--- config.mk ---
export PLATFORM = sky130hd
export DESIGN_NAME = vga_timing_gen_flat
export DESIGN_NICKNAME = d
export VERILOG_FILES = /design/src/rtl/vga_timing_if.sv /design/src/rtl/vga_timing_gen.sv /design/src/flat_wrapper.sv
export SDC_FILE = /design/constraint.sdc
export NUM_CORES = 1
export LEC_CHECK = 0
export CAP_MARGIN = 25
export CORE_MARGIN = 3
export CORE_UTILIZATION = 30
export DETAILED_ROUTE_END_ITERATION = 10
export DONT_BUFFER_PORTS = 1
export GPL_TIMING_DRIVEN = 0
export PLACE_DENSITY = 0.43
export SYNTH_ARGS = -nofsm -noshare
export SYNTH_HDL_FRONTEND = slang
export SYNTH_SLANG_ARGS = --single-unit
--- constraint.sdc ---
create_clock -name clk -period 3.01 [get_ports clk]
set_input_delay 0.602 -clock clk [delete_from_list [all_inputs] [get_ports clk]]
set_output_delay 0.602 -clock clk [all_outputs]
set_load 0.01 [all_outputs]
--- src/rtl/vga_timing_if.sv ---
`timescale 1ns/1ps
// vga_timing_if: raster bundle carried from the timing generator to the display renderer.
// Latency: n/a (wires only).
// Backpressure: none; the master free-runs and the slave samples on pix_en.
// Ports: hCount/vCount raster position, hSync/vSync active-low syncs, bright visible-area flag,
//        pix_en per-pixel strobe, frame_tick per-frame strobe, slow_tick every SLOW_FRAMES frames.
interface vga_timing_if;
  logic [9:0] hCount;
  logic [9:0] vCount;
  logic       hSync;
  logic       vSync;
  logic       bright;
  logic       pix_en;
  logic       frame_tick;
  logic       slow_tick;

  modport master (
    output hCount, vCount, hSync, vSync, bright, pix_en, frame_tick, slow_tick
  );

  modport slave (
    input hCount, vCount, hSync, vSync, bright, pix_en, frame_tick, slow_tick
  );
endinterface

--- src/rtl/vga_timing_gen.sv ---
`timescale 1ns/1ps
// vga_timing_gen: 640x480@60 raster timing (counts, syncs, bright) plus pixel/frame/slow strobes.
// Latency: all outputs registered; syncs/bright decode the next-state counts so they align with the counts.
// Backpressure: none; free-running, consumers must keep pace with pix_en.
// Ports: clk board clock; rst async active-low; vga (master) carries hCount, vCount, hSync, vSync,
//        bright, pix_en, frame_tick, slow_tick.
module vga_timing_gen #(
  parameter int unsigned DIV         = 4,
  parameter int unsigned H_TOTAL     = 800,
  parameter int unsigned H_SYNC      = 96,
  parameter int unsigned H_ACT_START = 144,
  parameter int unsigned H_ACT_END   = 784,
  parameter int unsigned V_TOTAL     = 525,
  parameter int unsigned V_SYNC      = 2,
  parameter int unsigned V_ACT_START = 35,
  parameter int unsigned V_ACT_END   = 515,
  parameter int unsigned SLOW_FRAMES = 4
) (
  input  logic         clk,
  input  logic         rst,
  vga_timing_if.master vga
);
  localparam int unsigned DW = $clog2(DIV);
  localparam int unsigned FW = (SLOW_FRAMES > 1) ? $clog2(SLOW_FRAMES) : 1;

  localparam logic [DW-1:0] DIV_LAST   = DW'(DIV - 1);
  localparam logic [FW-1:0] FRAME_LAST = FW'(SLOW_FRAMES - 1);
  localparam logic [9:0]    H_LAST     = 10'(H_TOTAL - 1);
  localparam logic [9:0]    V_LAST     = 10'(V_TOTAL - 1);
  localparam logic [9:0]    H_SYNC_W   = 10'(H_SYNC);
  localparam logic [9:0]    V_SYNC_W   = 10'(V_SYNC);
  localparam logic [9:0]    H_AS       = 10'(H_ACT_START);
  localparam logic [9:0]    H_AE       = 10'(H_ACT_END);
  localparam logic [9:0]    V_AS       = 10'(V_ACT_START);
  localparam logic [9:0]    V_AE       = 10'(V_ACT_END);

  logic [DW-1:0] div_cnt;
  logic [FW-1:0] frame_cnt;
  logic          pix_adv;
  logic          frame_wrap;
  logic [9:0]    h_nxt;
  logic [9:0]    v_nxt;

  assign pix_adv = (div_cnt == DIV_LAST);

  // Next raster position; frame_wrap marks the step from the last pixel back to (0,0).
  always_comb begin
    h_nxt      = vga.hCount;
    v_nxt      = vga.vCount;
    frame_wrap = 1'b0;
    if (pix_adv) begin
      if (vga.hCount == H_LAST) begin
        h_nxt = '0;
        if (vga.vCount == V_LAST) begin
          v_nxt      = '0;
          frame_wrap = 1'b1;
        end else begin
          v_nxt = vga.vCount + 10'd1;
        end
      end else begin
        h_nxt = vga.hCount + 10'd1;
      end
    end
  end

  always_ff @(posedge clk or negedge rst) begin
    if (!rst) begin
      div_cnt        <= '0;
      frame_cnt      <= '0;
      vga.hCount     <= '0;
      vga.vCount     <= '0;
      vga.hSync      <= 1'b0;
      vga.vSync      <= 1'b0;
      vga.bright     <= 1'b0;
      vga.pix_en     <= 1'b0;
      vga.frame_tick <= 1'b0;
      vga.slow_tick  <= 1'b0;
    end else begin
      div_cnt        <= pix_adv ? '0 : div_cnt + DW'(1);
      vga.hCount     <= h_nxt;
      vga.vCount     <= v_nxt;
      // Decoding next-state counts keeps sync/bright in the same cycle as the counts.
      vga.hSync      <= (h_nxt >= H_SYNC_W);
      vga.vSync      <= (v_nxt >= V_SYNC_W);
      vga.bright     <= (h_nxt >= H_AS) && (h_nxt < H_AE) && (v_nxt >= V_AS) && (v_nxt < V_AE);
      vga.pix_en     <= pix_adv;
      vga.frame_tick <= frame_wrap;
      vga.slow_tick  <= frame_wrap && (frame_cnt == FRAME_LAST);
      if (frame_wrap) begin
        frame_cnt <= (frame_cnt == FRAME_LAST) ? '0 : frame_cnt + FW'(1);
      end
    end
  end
endmodule

--- src/flat_wrapper.sv ---
// flat-port wrapper written by rule: the top's interface ports become plain ports
module vga_timing_gen_flat 
#(
  parameter int unsigned DIV         = 4,
  parameter int unsigned H_TOTAL     = 800,
  parameter int unsigned H_SYNC      = 96,
  parameter int unsigned H_ACT_START = 144,
  parameter int unsigned H_ACT_END   = 784,
  parameter int unsigned V_TOTAL     = 525,
  parameter int unsigned V_SYNC      = 2,
  parameter int unsigned V_ACT_START = 35,
  parameter int unsigned V_ACT_END   = 515,
  parameter int unsigned SLOW_FRAMES = 4
)
  (clk, rst, vga_hCount, vga_vCount, vga_hSync, vga_vSync, vga_bright, vga_pix_en, vga_frame_tick, vga_slow_tick);
  vga_timing_if vga_i ();
  input  logic clk;
  input  logic rst;
  output wire logic [$bits(vga_i.hCount)-1:0] vga_hCount;
  output wire logic [$bits(vga_i.vCount)-1:0] vga_vCount;
  output wire logic [$bits(vga_i.hSync)-1:0] vga_hSync;
  output wire logic [$bits(vga_i.vSync)-1:0] vga_vSync;
  output wire logic [$bits(vga_i.bright)-1:0] vga_bright;
  output wire logic [$bits(vga_i.pix_en)-1:0] vga_pix_en;
  output wire logic [$bits(vga_i.frame_tick)-1:0] vga_frame_tick;
  output wire logic [$bits(vga_i.slow_tick)-1:0] vga_slow_tick;
  assign vga_hCount = vga_i.hCount;
  assign vga_vCount = vga_i.vCount;
  assign vga_hSync = vga_i.hSync;
  assign vga_vSync = vga_i.vSync;
  assign vga_bright = vga_i.bright;
  assign vga_pix_en = vga_i.pix_en;
  assign vga_frame_tick = vga_i.frame_tick;
  assign vga_slow_tick = vga_i.slow_tick;
  vga_timing_gen #(.DIV(DIV), .H_TOTAL(H_TOTAL), .H_SYNC(H_SYNC), .H_ACT_START(H_ACT_START), .H_ACT_END(H_ACT_END), .V_TOTAL(V_TOTAL), .V_SYNC(V_SYNC), .V_ACT_START(V_ACT_START), .V_ACT_END(V_ACT_END), .SLOW_FRAMES(SLOW_FRAMES)) u_core (.clk(clk), .rst(rst), .vga(vga_i));
endmodule
==> metrics, run 1 <==
area of the mapped netlist between 1500 and 2000 um^2; Via density ~5.2; CP startpoint kind register; worst path bufs/invs 2; most area-hungry cell type in the Yosys netlist dfrtp_1; Post-synth EDFFs 0; Post-Syn Nets ~170; Die ar. approximately 6400 um^2; worst vdd ir between 100 and 150 uV; Final period util a little over 90%; CP Max Fanout 10; Req. time, crit path about 3.2 ns; beginning of the worst hold path u_core.div_cnt[0]; layout net count 181; Overflow after GRT 0; pin count of the biggest net entering global routing 18; total negative setup slack 0 ns; power density over the cells around 400 nW/um^2; Fill cells 540; Die Y 79.9 um; H-tree Lvls 2; fin util a little over a third; Root Buffer clkbuf_8; clock latency on the worst-skew pair 0.28 ns; Cell Rows 26; TritonCTS clock tree yes; reg-to-reg slack, setup around 0.26 ns; Reg2Reg Depth 10; via count 1,274; worst slew pin tran 0.779 ns; die span in x between 70 and 80 um; result of the run completed; share of cells above drive strength 1 between 10% and 20%; initial core utilization between 30% and 40%; Crit path max-delay family simple AND/OR/NAND/NOR gates; post-synthesis sequential area ratio 45.8%; #FFs+latches synth 30; Max Clock Skew approximately 0.0054 ns; Detail Route Antenna Nets 0; FF-to-FF Start u_core.div_cnt[0]; fin crit period 2.75 ns; Area growth syn-to-layout 14.9%; top-area cell type share of the netlist area a little under half; gr usage total 12.7%; global-route wire length before repair 6.27 mm; cell count after synthesis about 160; I/O Pins 28; vias in the first global route between 1k and 1.5k; CTS Buffer Depth 2; initial antenna violation count 0; CTS buffer count 5; Post-DP HPWL around 2.7 mm; Critical Path AT 2.94 ns; FF-to-FF End u_core.vga.bright; Diodes inserted 0; hold depth 1; Crit. End Element register; max-slew violations 0; drt total wl roughly 3.8 mm; hold worst-path end u_core.div_cnt[0]; worst min-delay path class register to register; Slowest Stage Delay on Critical Path between 0.4 and 0.5 ns; maximum clock rate 364 MHz; top cells by area, synth dfrtp_1 (46%), ha_1 (3.8%), o21ai_0 (3.7%), nand2_1 (3.7%), nor2_1 (3.0%); Core Region around 5200 um^2; most frequent cell after synthesis dfrtp_1; initial drt markers slightly below 50; Synth Flop Type dfrtp_1; CP Class register to register; Post-Syn Area per Cell around 10 um^2; Post-synth ARST share 100%; slew margin rel. roughly 48%; synth unique cells between 40 and 50; Clock Pin Slew Worst Setup and Hold Paths roughly 0.06 ns; placer's final routability congestion estimate between 0.7 and 0.8; Setup violations, final 0; Yosys warnings 0; synth cell count leaders dfrtp_1 (30), nand2_1 (16), nor2_1 (13); Lkg Pwr 0.805 nW; max_cap viols 0; unrepaired setup endpoints after global routing no; First-pass DRT Iterations 4; DRC 0; port bufs 0; sequence of cells on the critical path ha_1, clkbuf_1, nand2_1, or4_4, buf_6, nor4_4, xor2_2, nor2_1, nand3_1, a211oi_2; critical path's slowest cell or4_4; clock sinks 30; Fin. Hold Viols 0; routed len/inst 15.3 um
sequential cells by signal, indices dropped and copies added (netlist names):
register / count
u_core.vga.hSync: 1
u_core.frame_cnt: 2
u_core.vga.slow_tick: 1
u_core.vga.bright: 1
u_core.vga.vCount: 10
u_core.div_cnt: 2
u_core.vga.pix_en: 1
u_core.vga.vSync: 1
u_core.vga.hCount: 10
u_core.vga.frame_tick: 1
per-stage QoR:
stage	hold WS [ns]	total power [mW]	std cells	instance area [um^2]	setup WS, ns
final	0.437	0.748	245	1880	0.262
after floorplan	0.306	0.411	161	1640	0.551
after CTS	0.000886	0.761	240	1830	0.00898
after detailed placement	0.308	0.411	231	1730	0.0180
after global routing	0.453	0.782	245	1880	0.0119
after global placement	0.307	0.411	231	1730	0.0607
area by class of cell:
| type | count | area, um^2 | area share (%) |
|---|---|---|---|
| Multi-Input combinational cell | 119 | 845 | 44.8 |
| Sequential cell | 30 | 751 | 39.8 |
| Tap cell | 70 | 87.6 | 4.65 |
| Clock inverter | 1 | 5.00 | 0.266 |
| Inverter | 8 | 30.0 | 1.59 |
| Clock buffer | 7 | 86.3 | 4.58 |
| Buffer | 4 | 30.0 | 1.59 |
| Timing Repair Buffer | 6 | 50.0 | 2.66 |
cells by family after synthesis:
kind of cell	after synthesis	share of synthesized area, %
AOI/OAI and AO/OA	32	14.0
xor gates and xnor gates	9	5.26
adders and majority gates	5	3.81
buffers and inverters	12	3.66
DFF	30	45.8
muxes	3	2.06
and+or+nand+nor	70	25.4
cells in the final DEF, fill, tap and decap left out, types with 4 or more instances in the layout:
cell	count
nand2_1	16
dfrtp_1	30
buf_4	4
nor2_1	13
nor3_1	5
ha_1	5
nand3_1	9
o21ai_0	12
clkbuf_8	6
and3_1	5
inv_1	8
xnor2_1	5
how the worst max path moves through the flow:
stage | from | end | slack [ns] | cells after the start
after floorplan | u_core.div_cnt[0] | u_core.vga.bright | 0.55 | 9
after global placement | u_core.div_cnt[0] | u_core.vga.bright | 0.06 | 9
after detailed placement | u_core.div_cnt[0] | u_core.vga.bright | 0.02 | 9
after CTS | u_core.div_cnt[0] | u_core.vga.bright | 0.009 | 9
after global routing | u_core.div_cnt[0] | u_core.vga.bright | 0.01 | 10
final | u_core.div_cnt[0] | u_core.vga.bright | 0.26 | 10
routing by layer:
layer	vias up	part of all wire, %	GRT usage [%]
met5	-	0	0
met3	8	4.2	4.18
met1	633	45	14.9
met4	0	2.0	5.24
li1	612	-	-
met2	21	49	21.0
report_power, final:
part	internal [mW]	total [mW]	switching (mW)
registers	0.403	0.403	0
clock network	0.184	0.335	0.151
logic	0.00175	0.00957	0.00782
total	0.589	0.748	0.159
repair_timing:
| action | 4_1_cts | 5_1_grt |
|---|---|---|
| setup buffers | 0 | 4 |
| resized for setup | 0 | 2 |
| endpoints found under the setup margin | 0 | 1 |
| endpoints found under the hold margin | 17 | 13 |
| hold buffers | 1 | 1 |
(Power assumes the default switching activity.)
==> run 2: changes to the inputs <==
CTS_BUF_LIST = sky130_fd_sc_hd__clkbuf_8   (was not set)
==> metrics, run 2 (synthesized netlist as in run 1, its figures left out) <==
Fill cells 540 (unchanged); hold depth 1 (unchanged); register area 751 um^2 (unchanged); max-slew violations 0 (unchanged); Core Region 5200 um^2 (unchanged); H-tree Lvls 2 (unchanged); post-route cell area 1880 um^2 (unchanged); Area growth syn-to-layout 14.9% (unchanged); sequential cell fraction of total power 54.2% (was 53.9%); routed wire length on met3 157 um (unchanged); Cell Rows 26 (unchanged); Inst Count DP 231 (unchanged); met2 WL 1.84 mm (about the same); vias in the first global route 1,283 (unchanged); initial antenna violation count 0 (unchanged); top sig layer met4 (unchanged); Diodes inserted 0 (unchanged); result of the run completed (unchanged); layout net count 181 (unchanged); Placed Area 1730 um^2 (unchanged); Reg2Reg Depth 10 (unchanged); CTS Buffer Depth 2 (unchanged); port bufs 0 (unchanged); I/O Pins 28 (unchanged); Clk pwr share 44.5% (was 44.8%); Net Sw Frac 21.3% (was 21.2%); Max Clock Skew 0.00506 ns (was 0.00541 ns); combinational share of power 1.3% (about the same); most frequent cells in the layout dfrtp_1 (30), nand2_1 (16), nor2_1 (13) (unchanged); Critical Path AT 2.94 ns (about the same); drt total wl 3.75 mm (about the same); Power Internal 586 uW (was 589 uW); fin crit period 2.75 ns (about the same); clock sinks 30 (unchanged); beginning of the worst hold path u_core.div_cnt[0] (unchanged); Clock Pin Slew Worst Setup and Hold Paths 0.06 ns (about the same); total negative setup slack 0 ns (unchanged); CP Class register to register (unchanged); initial drt markers 48 (was 49); power density over the cells 395 nW/um^2 (was 397 nW/um^2); FF-to-FF Start u_core.div_cnt[0] (unchanged); clock latency on the worst-skew pair 0.28 ns (about the same); routed len/inst 15.3 um (about the same); NetSw 158 uW (was 159 uW); die span in x 79.9 um (unchanged); share of cells above drive strength 1 17.1% (unchanged); CP Max Fanout 10 (unchanged); gr usage total 12.7% (unchanged); Req. time, crit path 3.20 ns (about the same); final cell count without fillers 245 (unchanged); Die Y 79.9 um (unchanged); Crit. End Element register (unchanged); placer's final routability congestion estimate 0.777 (unchanged); First-pass DRT Iterations 4 (unchanged); Setup violations, final 0 (unchanged); Lkg Pwr 0.810 nW (was 0.805 nW); Via density 5.20 (unchanged); CTS buffer count 5 (unchanged); Die ar. 6390 um^2 (unchanged); Fin. Hold Viols 0 (unchanged); Root Buffer clkbuf_8 (unchanged); unrepaired setup endpoints after global routing no (unchanged); Post-DP HPWL 2.71 mm (unchanged); worst slew pin tran 0.778 ns (was 0.779 ns); maximum clock rate 364 MHz (about the same); M1 WL 1.68 mm (about the same); slew margin rel. 47.9% (about the same); max_cap viols 0 (unchanged); global-route wire length before repair 6.27 mm (unchanged); Overflow after GRT 0 (unchanged); multi-input logic area 845 um^2 (unchanged); worst min-delay path class register to register (unchanged); via count 1,274 (unchanged); hold worst-path end u_core.div_cnt[0] (unchanged); overall power 744 uW (was 748 uW); sequence of cells on the critical path ha_1, clkbuf_1, nand2_1, or4_4, buf_6, nor4_4, xor2_2, nor2_1, nand3_1, a211oi_2 (unchanged); Slowest Stage Delay on Critical Path 0.46 ns (about the same); Detail Route Antenna Nets 0 (unchanged); TritonCTS clock tree yes (unchanged); FF-to-FF End u_core.vga.bright (unchanged); Final period util 91.3% (about the same); DRC 0 (unchanged); initial core utilization 31.5% (unchanged); pin count of the biggest net entering global routing 18 (unchanged); reg-to-reg slack, setup 0.26 ns (about the same); critical path's slowest cell or4_4 (unchanged); most common cell after layout, fill and taps aside dfrtp_1 (unchanged); worst vdd ir 146 uV (was 147 uV); biggest regs u_core.vga.hCount (10), u_core.vga.vCount (10) (unchanged); CP startpoint kind register (unchanged)
## run 2: cell types whose count changed in the layout (fill, tap and decap cells not counted)
cell      change
clkbuf_1      -1
inv_1         +1
## run 2: worst max-delay path: cells and delay by family, from the launching register on
kind / cells / cell delay, ns
and+or+nand+nor: 5 / 1.28
buffers and inverters: 2 / 0.48
DFF: 1 / 0.36
AOI/OAI and AO/OA: 1 / 0.25
adders and majority gates: 1 / 0.16
xor gates and xnor gates: 1 / 0.12
## run 2: final cells by class
cell class                 count  share of cell area (%)
multi-input combinational    119                    44.8
clock buffer                   6                    4.38
buffer                         4                    1.59
tap                           70                    4.65
timing repair buffer           6                    2.66
inverter                       8                    1.59
clock inverter                 2                   0.465
sequential                    30                    39.8
## run 2: power by group through the flow
stage | Combinational (mW) | Sequential, mW | Clock, mW
2_1_floorplan | 0.000000322 | 0.411 | 0
3_3_place_gp | 0.000000322 | 0.411 | 0
3_5_place_dp | 0.000000322 | 0.411 | 0
4_1_cts | 0.00568 | 0.403 | 0.349
5_1_grt | 0.0115 | 0.403 | 0.365
6_report | 0.00957 | 0.403 | 0.331
## run 2: worst max path at each step
stage                       from           endpoint  slack (ns)  cells past startpoint
2_1_floorplan  u_core.div_cnt[0]  u_core.vga.bright        0.55                      9
3_3_place_gp   u_core.div_cnt[0]  u_core.vga.bright        0.06                      9
3_5_place_dp   u_core.div_cnt[0]  u_core.vga.bright        0.02                      9
4_1_cts        u_core.div_cnt[0]  u_core.vga.bright       0.009                      9
5_1_grt        u_core.div_cnt[0]  u_core.vga.bright        0.01                     10
6_report       u_core.div_cnt[0]  u_core.vga.bright        0.26                     10
## run 2: repair_timing
item                                    4_1_cts  5_1_grt
hold buffers                                  1        1
endpoints found under the setup margin        0        1
setup buffers                                 0        4
resized for setup                             0        2
hold endpoints to repair                     17       13
## run 2: per-layer routing
metal	GRT usage [%]	vias to the layer above
li1	-	612
met3	4.18	8
met2	21.0	21
met4	5.24	0
met5	0	-
met1	14.9	633
## run 2: metrics by stage
stage,worst slack (ns),utilization [%],hold slack (ns)
final,0.262,36.2,0.437
after CTS,0.00898,35.1,0.000886
after floorplan,0.551,-,0.306
after detailed placement,0.0180,33.2,0.308
after global placement,0.0607,33.2,0.307
after global routing,0.0119,36.2,0.453
==> run 3: changes to the inputs <==
CAP_MARGIN = 20   (was 25)
==> results of run 3 <==
No change in the layout: final DEF, timing and power equal those of run 2.
